==> src/rtl/mem_stage_lsu.sv <==
// Memory-stage load/store unit for the RV32I pipeline.
// Accepts one instruction from the EX/MEM slot when IDLE. Non-memory ops pass straight
// through to write-back. Loads and stores run a single transaction on the data-memory
// req/gnt/rvalid bus. Illegal funct3, misalignment and bus timeouts raise a one-cycle
// fault pulse with a sticky code.
module mem_stage_lsu #(
    parameter int unsigned DM_TIMEOUT = 255
) (
    input  logic        clk,
    input  logic        rst,
    input  logic        in_valid,
    input  logic [4:0]  in_op,
    input  logic [2:0]  in_fun_3,
    input  logic [31:0] in_alu_out,
    input  logic [31:0] in_store_data,
    input  logic [4:0]  in_rd,
    input  logic        flush,
    output logic        in_ready,
    output logic        dm_req,
    output logic        dm_we,
    output logic [31:0] dm_addr,
    output logic [3:0]  dm_be,
    output logic [31:0] dm_wdata,
    input  logic        dm_gnt,
    input  logic        dm_rvalid,
    input  logic [31:0] dm_rdata,
    output logic        wb_valid,
    output logic [4:0]  wb_rd,
    output logic [31:0] wb_data,
    output logic        lsu_fault,
    output logic [1:0]  fault_code
);

    localparam logic [1:0] IDLE = 2'd0;
    localparam logic [1:0] REQ  = 2'd1;
    localparam logic [1:0] RESP = 2'd2;

    localparam logic [4:0] OP_LOAD  = 5'b00000;
    localparam logic [4:0] OP_STORE = 5'b01000;

    localparam logic [1:0] FAULT_MISALIGN = 2'b01;
    localparam logic [1:0] FAULT_FUNCT3   = 2'b10;
    localparam logic [1:0] FAULT_TIMEOUT  = 2'b11;

    // Last counter value before the transaction is abandoned.
    localparam logic [9:0] TO_LAST = 10'(DM_TIMEOUT - 1);

    logic [1:0]  state_q, state_d;
    logic [9:0]  cnt_q, cnt_d;
    logic        flushed_q, flushed_d;
    logic        is_load_q, is_load_d;
    logic [2:0]  f3_q, f3_d;
    logic [1:0]  off_q, off_d;
    logic [4:0]  rd_q, rd_d;

    logic        dm_req_q, dm_req_d;
    logic        dm_we_q, dm_we_d;
    logic [31:0] dm_addr_q, dm_addr_d;
    logic [3:0]  dm_be_q, dm_be_d;
    logic [31:0] dm_wdata_q, dm_wdata_d;
    logic        wb_valid_q, wb_valid_d;
    logic [4:0]  wb_rd_q, wb_rd_d;
    logic [31:0] wb_data_q, wb_data_d;
    logic        lsu_fault_q, lsu_fault_d;
    logic [1:0]  fault_code_q, fault_code_d;

    logic        is_ld, is_st, f3_ok, misal, timed_out;
    logic [3:0]  be_new;
    logic [31:0] wdata_new;
    logic [31:0] lane;
    logic [31:0] load_val;

    // Decode the incoming instruction: legality, alignment, byte enables and store lanes.
    always_comb begin
        is_ld = (in_op == OP_LOAD);
        is_st = (in_op == OP_STORE);
        f3_ok = 1'b0;
        if (is_ld) begin
            case (in_fun_3)
                3'd0, 3'd1, 3'd2, 3'd4, 3'd5: f3_ok = 1'b1;
                default:                      f3_ok = 1'b0;
            endcase
        end else if (is_st) begin
            f3_ok = (in_fun_3 <= 3'd2);
        end
        misal = ((in_fun_3[1:0] == 2'b01) && in_alu_out[0]) ||
                ((in_fun_3[1:0] == 2'b10) && (in_alu_out[1:0] != 2'b00));
        case (in_fun_3[1:0])
            2'b00: begin
                be_new    = 4'b0001 << in_alu_out[1:0];
                wdata_new = {4{in_store_data[7:0]}};
            end
            2'b01: begin
                be_new    = 4'b0011 << in_alu_out[1:0];
                wdata_new = {2{in_store_data[15:0]}};
            end
            default: begin
                be_new    = 4'b1111;
                wdata_new = in_store_data;
            end
        endcase
    end

    // Extract and extend the loaded lane using the offset latched at accept time.
    always_comb begin
        lane = dm_rdata >> {off_q, 3'b000};
        case (f3_q)
            3'd0:    load_val = {{24{lane[7]}}, lane[7:0]};
            3'd1:    load_val = {{16{lane[15]}}, lane[15:0]};
            3'd4:    load_val = {24'd0, lane[7:0]};
            3'd5:    load_val = {16'd0, lane[15:0]};
            default: load_val = lane;
        endcase
    end

    // Counter keeps counting past TO_LAST on a late grant, so compare with >=.
    always_comb begin
        timed_out = (cnt_q >= TO_LAST);
    end

    // Next-state and registered-output logic for the IDLE/REQ/RESP transaction FSM.
    always_comb begin
        state_d      = state_q;
        cnt_d        = cnt_q;
        flushed_d    = flushed_q;
        is_load_d    = is_load_q;
        f3_d         = f3_q;
        off_d        = off_q;
        rd_d         = rd_q;
        dm_req_d     = dm_req_q;
        dm_we_d      = dm_we_q;
        dm_addr_d    = dm_addr_q;
        dm_be_d      = dm_be_q;
        dm_wdata_d   = dm_wdata_q;
        wb_valid_d   = 1'b0;
        wb_rd_d      = wb_rd_q;
        wb_data_d    = wb_data_q;
        lsu_fault_d  = 1'b0;
        fault_code_d = fault_code_q;

        case (state_q)
            IDLE: begin
                if (in_valid && !flush) begin
                    if (!is_ld && !is_st) begin
                        wb_valid_d = 1'b1;
                        wb_data_d  = in_alu_out;
                        wb_rd_d    = in_rd;
                    end else if (!f3_ok) begin
                        lsu_fault_d  = 1'b1;
                        fault_code_d = FAULT_FUNCT3;
                    end else if (misal) begin
                        lsu_fault_d  = 1'b1;
                        fault_code_d = FAULT_MISALIGN;
                    end else begin
                        state_d    = REQ;
                        cnt_d      = 10'd0;
                        flushed_d  = 1'b0;
                        is_load_d  = is_ld;
                        f3_d       = in_fun_3;
                        off_d      = in_alu_out[1:0];
                        rd_d       = in_rd;
                        dm_req_d   = 1'b1;
                        dm_we_d    = is_st;
                        dm_addr_d  = {in_alu_out[31:2], 2'b00};
                        dm_be_d    = be_new;
                        dm_wdata_d = wdata_new;
                    end
                end
            end
            REQ: begin
                flushed_d = flushed_q | flush;
                cnt_d     = cnt_q + 10'd1;
                if (dm_gnt) begin
                    // A granted request always runs to completion; flush only hides wb.
                    dm_req_d = 1'b0;
                    if (!is_load_q) begin
                        state_d = IDLE;
                    end else if (dm_rvalid) begin
                        state_d = IDLE;
                        if (!(flushed_q || flush)) begin
                            wb_valid_d = 1'b1;
                            wb_data_d  = load_val;
                            wb_rd_d    = rd_q;
                        end
                    end else begin
                        state_d = RESP;
                    end
                end else if (flush) begin
                    dm_req_d = 1'b0;
                    state_d  = IDLE;
                end else if (timed_out) begin
                    dm_req_d     = 1'b0;
                    state_d      = IDLE;
                    lsu_fault_d  = 1'b1;
                    fault_code_d = FAULT_TIMEOUT;
                end
            end
            RESP: begin
                flushed_d = flushed_q | flush;
                cnt_d     = cnt_q + 10'd1;
                if (dm_rvalid) begin
                    state_d = IDLE;
                    if (!(flushed_q || flush)) begin
                        wb_valid_d = 1'b1;
                        wb_data_d  = load_val;
                        wb_rd_d    = rd_q;
                    end
                end else if (timed_out) begin
                    // A hung bus is reported even for a flushed load.
                    state_d      = IDLE;
                    lsu_fault_d  = 1'b1;
                    fault_code_d = FAULT_TIMEOUT;
                end
            end
            default: begin
                state_d  = IDLE;
                dm_req_d = 1'b0;
            end
        endcase
    end

    // State and output registers; async reset clears every output at once.
    always_ff @(posedge clk or negedge rst) begin
        if (!rst) begin
            state_q      <= IDLE;
            cnt_q        <= 10'd0;
            flushed_q    <= 1'b0;
            is_load_q    <= 1'b0;
            f3_q         <= 3'd0;
            off_q        <= 2'd0;
            rd_q         <= 5'd0;
            dm_req_q     <= 1'b0;
            dm_we_q      <= 1'b0;
            dm_addr_q    <= 32'd0;
            dm_be_q      <= 4'd0;
            dm_wdata_q   <= 32'd0;
            wb_valid_q   <= 1'b0;
            wb_rd_q      <= 5'd0;
            wb_data_q    <= 32'd0;
            lsu_fault_q  <= 1'b0;
            fault_code_q <= 2'd0;
        end else begin
            state_q      <= state_d;
            cnt_q        <= cnt_d;
            flushed_q    <= flushed_d;
            is_load_q    <= is_load_d;
            f3_q         <= f3_d;
            off_q        <= off_d;
            rd_q         <= rd_d;
            dm_req_q     <= dm_req_d;
            dm_we_q      <= dm_we_d;
            dm_addr_q    <= dm_addr_d;
            dm_be_q      <= dm_be_d;
            dm_wdata_q   <= dm_wdata_d;
            wb_valid_q   <= wb_valid_d;
            wb_rd_q      <= wb_rd_d;
            wb_data_q    <= wb_data_d;
            lsu_fault_q  <= lsu_fault_d;
            fault_code_q <= fault_code_d;
        end
    end

    // in_ready depends on state only, never on the memory-bus inputs.
    always_comb begin
        in_ready   = (state_q == IDLE);
        dm_req     = dm_req_q;
        dm_we      = dm_we_q;
        dm_addr    = dm_addr_q;
        dm_be      = dm_be_q;
        dm_wdata   = dm_wdata_q;
        wb_valid   = wb_valid_q;
        wb_rd      = wb_rd_q;
        wb_data    = wb_data_q;
        lsu_fault  = lsu_fault_q;
        fault_code = fault_code_q;
    end

endmodule

==> config.mk <==
export PLATFORM = sky130hd
export DESIGN_NAME = mem_stage_lsu
export DESIGN_NICKNAME = d
export VERILOG_FILES = /design/src/rtl/mem_stage_lsu.sv
export SDC_FILE = /design/constraint.sdc
export NUM_CORES = 1
export LEC_CHECK = 0
export ABC_CLOCK_PERIOD_IN_PS = 2700
export CAP_MARGIN = 40
export CORE_ASPECT_RATIO = 2
export CORE_MARGIN = 4
export CORE_UTILIZATION = 35
export CTS_BUF_LIST = sky130_fd_sc_hd__clkbuf_2
export DETAILED_ROUTE_END_ITERATION = 7
export HOLD_SLACK_MARGIN = 0.12
export PLACE_DENSITY = 0.73
export SYNTH_ARGS = -nofsm -noshare
export SYNTH_HDL_FRONTEND = slang
export SYNTH_SLANG_ARGS = --single-unit
==> constraint.sdc <==
create_clock -name clk -period 2.7 [get_ports clk]
set_input_delay 0.54 -clock clk [delete_from_list [all_inputs] [get_ports clk]]
set_output_delay 0.54 -clock clk [all_outputs]
set_load 0.02 [all_outputs]
==> impl_results.md <==
* FF-to-FF setup slack at 0.45 ns
* Cell Area, Synth at 0.00688 mm²
* Pins over their slew limit at 0
* Inserted Clock Buffers at 17
* Setup TNS at 0 ns
* Seq/Total Area, Yosys at 0.483
* Top Ports at 227
* Initial antenna violation count at 3
* Flops & latches, synth at 133
* First-pass GRT wire length at 33,200 µm
* Status: finished clean
* Critical path capture point type: primary output
* Final setup fails at 0
* Yosys cell types at 52
* Share of cells above drive strength 1 at 0.126
* Antenna Nets Post-Route at 0
* Worst hold path type: in -> async
* Vias in the first global route at 5,993
* Syn Inst Count at 679
* NumNets Final at 1,020
* Tightest Pin Transition at 0.643 ns
* Core area at 0.0194 mm²
* Fmax at 413 MHz
* Largest net degree at the start of global routing at 69
* Root buffer cell: clkbuf_2
* DIE AREA at 0.0221 mm²
* CP Data Required Time at 2.16 ns
* EDFF count, synth at 0
* Post-layout min period at 2.42 ns
* Final Power at 6.71 mW
* Async set-reset flop share out of synthesis at 1.00
* FILL cells at 1,759
* Postcts setup bufs at 0
* Top FF cell, synth: dfrtp_1
* Pre-CTS setup slack at 0.0407 ns
* Gpl congestion at 0.855
* Design area at 0.00967 mm²
* Worst IR drop on VDD at 0.261 mV
* Area post-placement at 0.00943 mm²
* Hold WS at 0.340 ns
* Leakage at 4.25 nW
* Critical path startpoint category: register
* TritonCTS clock tree: yes
* Final WS setup at 0.280 ns
* Via count at 5,840
* Crit path max-delay cell type: dfrtp_1
* Critical-path maximum fanout at 6
* Pwr Density at 694 mW/mm²
* RSZ-0062 raised after global routing: no
* Slowest stage delay, CP at 0.48 ns
* GR Overflow Total at 0
* Max Cap Viol at 0
* Area delta synth->final at 40.5%
* Die Span X at 107 µm
* Die height at 206 µm
* Clock transition at path regs at 0.26 ns
* Fin util at 0.499
* Critical path type: reg -> out
* DP HPWL at 16,500 µm
* DRT iter0 DRCs at 297
* Worst path cell trace: inv_1 -> ha_2 -> dlygate4sd2_1
* Drt total wl at 21,600 µm
* DR WL/cell at 18.4 µm
* Placed cells at 1,137
* Later-pin clock latency in the skew report at 0.74 ns
* GRT Total Usage at 0.195
* Setup Skew at 0.0470 ns
* Relative slew slack at 0.571
* Maximum clock insertion buffer count at 2
* CP bufs+invs at 2
* Final hold viol count at 0
* H-tree Lvls at 4
* Drc violations at 0
* Port Buffer Count at 224
* Period utilization at 0.896
* Rows at 72
* # clock sinks at 133
* Via/cell ratio at 4.99
* Arrival time worst endpoint at 1.88 ns
* First-pass DRT Iterations at 4
* Initial Util at 0.355
* Kind of cell adding the most delay to the critical path: flip-flops
* Synthesized area per cell at 10.1 µm²
* Post-route insts no fill at 1,171
* YS warnings at 0
routing by layer:
| metal | up-vias | routed length [µm] | global-route usage |
|---|---|---|---|
| met5 | - | 30 | 0 |
| met4 | 4 | 632 | 0.0777 |
| met3 | 40 | 1120 | 0.0447 |
| met2 | 195 | 12000 | 0.374 |
| met1 | 2765 | 7830 | 0.199 |
| li1 | 2836 | - | - |
flip-flops by register name (all words and copies together) (netlist names), 3 cells and up:
name	cells
cnt_q	10
dm_addr	30
dm_be	4
dm_wdata	32
f3_q	3
rd_q	5
wb_data	32
wb_rd	5
where the power goes:
part / switching [mW] / total, mW / internal [mW]
logic: 1.47 / 2.78 / 1.31
registers: 0.287 / 2.72 / 2.43
clock network: 0.869 / 1.22 / 0.349
layout make-up:
| cell class | instances | area [µm²] | share of cell area |
|---|---|---|---|
| tap | 259 | 324 | 0.0335 |
| antenna | 1 | 2.50 | 0.000259 |
| timing repair buffer | 248 | 2460 | 0.255 |
| inverter | 16 | 60.1 | 0.00621 |
| multi-input combinational | 482 | 3270 | 0.338 |
| clock buffer | 17 | 85.1 | 0.00879 |
| clock inverter | 15 | 146 | 0.0151 |
| sequential | 133 | 3330 | 0.344 |
placed cells by master (no fill, tap or decap), types with 17 or more instances in the layout:
cell,count
a21oi_1,37
buf_4,20
clkbuf_2,17
clkdlybuf4s50_1,222
dfrtp_1,133
mux2_4,40
mux2i_1,51
nand2_1,104
nor2_1,22
o21ai_0,98
o22ai_1,17
path summary, 6_finish.rpt:
path	start	to	depth (start not counted)
max	state_q[0]	in_ready	3
min	rst	dm_be[2]	2
max in group asynchronous	rst	dm_wdata[11]	3
min in group clk	in_store_data[30]	dm_wdata[30]	3
min reg2reg	wb_data[17]	wb_data[17]	2
max reg2reg	state_q[0]	cnt_q[9]	7
worst reg2reg max path, delay by kind of cell, from the launching register on:
kind | cells | cell delay (ns)
buffers and inverters | 1 | 0.11
adders and majority gates | 1 | 0.24
DFF | 1 | 0.48
AOI/OAI and AO/OA | 3 | 0.71
and+or+nand+nor | 2 | 0.68
Yosys cell counts (2+ instances only):
cell,count,area share
nand2_1,105,0.057
nor2_1,22,0.012
or3_1,4,0.0036
mux2_4,40,0.087
ha_1,7,0.013
and3_1,6,0.0055
or2_2,2,0.0018
a211oi_1,9,0.0098
nand3b_1,4,0.0044
nor3_1,2,0.0015
buf_2,10,0.0073
mux2_2,9,0.015
nand3_1,12,0.0087
o22ai_1,17,0.015
o21ai_0,98,0.071
buf_1,4,0.0022
or4_1,3,0.0033
o31ai_1,2,0.0022
nand2b_1,5,0.0045
mux2_1,6,0.0098
dfrtp_1,133,0.48
buf_4,4,0.0044
nor4_1,3,0.0027
clkbuf_1,26,0.014
mux2i_1,51,0.074
o211ai_1,3,0.0033
buf_6,5,0.0082
o41ai_1,2,0.0025
a22oi_1,2,0.0022
inv_1,16,0.0087
nor2b_1,10,0.0091
a21oi_1,37,0.027
kinds of logic after synthesis:
family                   after synthesis  share of synthesized area
XOR/XNOR                               1                    0.00127
AND/OR/NAND/NOR                      182                      0.120
adder cells (fa/ha/maj)                7                     0.0127
buffers and inverters                 65                     0.0449
AO/OA/AOI/OAI                        184                      0.152
multiplexers                         106                      0.186
other                                  1                   0.000545
flip-flops                           133                      0.483
timing repair:
item                                   CTS  global route
endpoints found under the hold margin   65             0
setup endpoints to repair                1             0
gates resized for setup                  1             0
hold buffers                             1             0
Note: power is estimated with default switching activity, not from simulation.
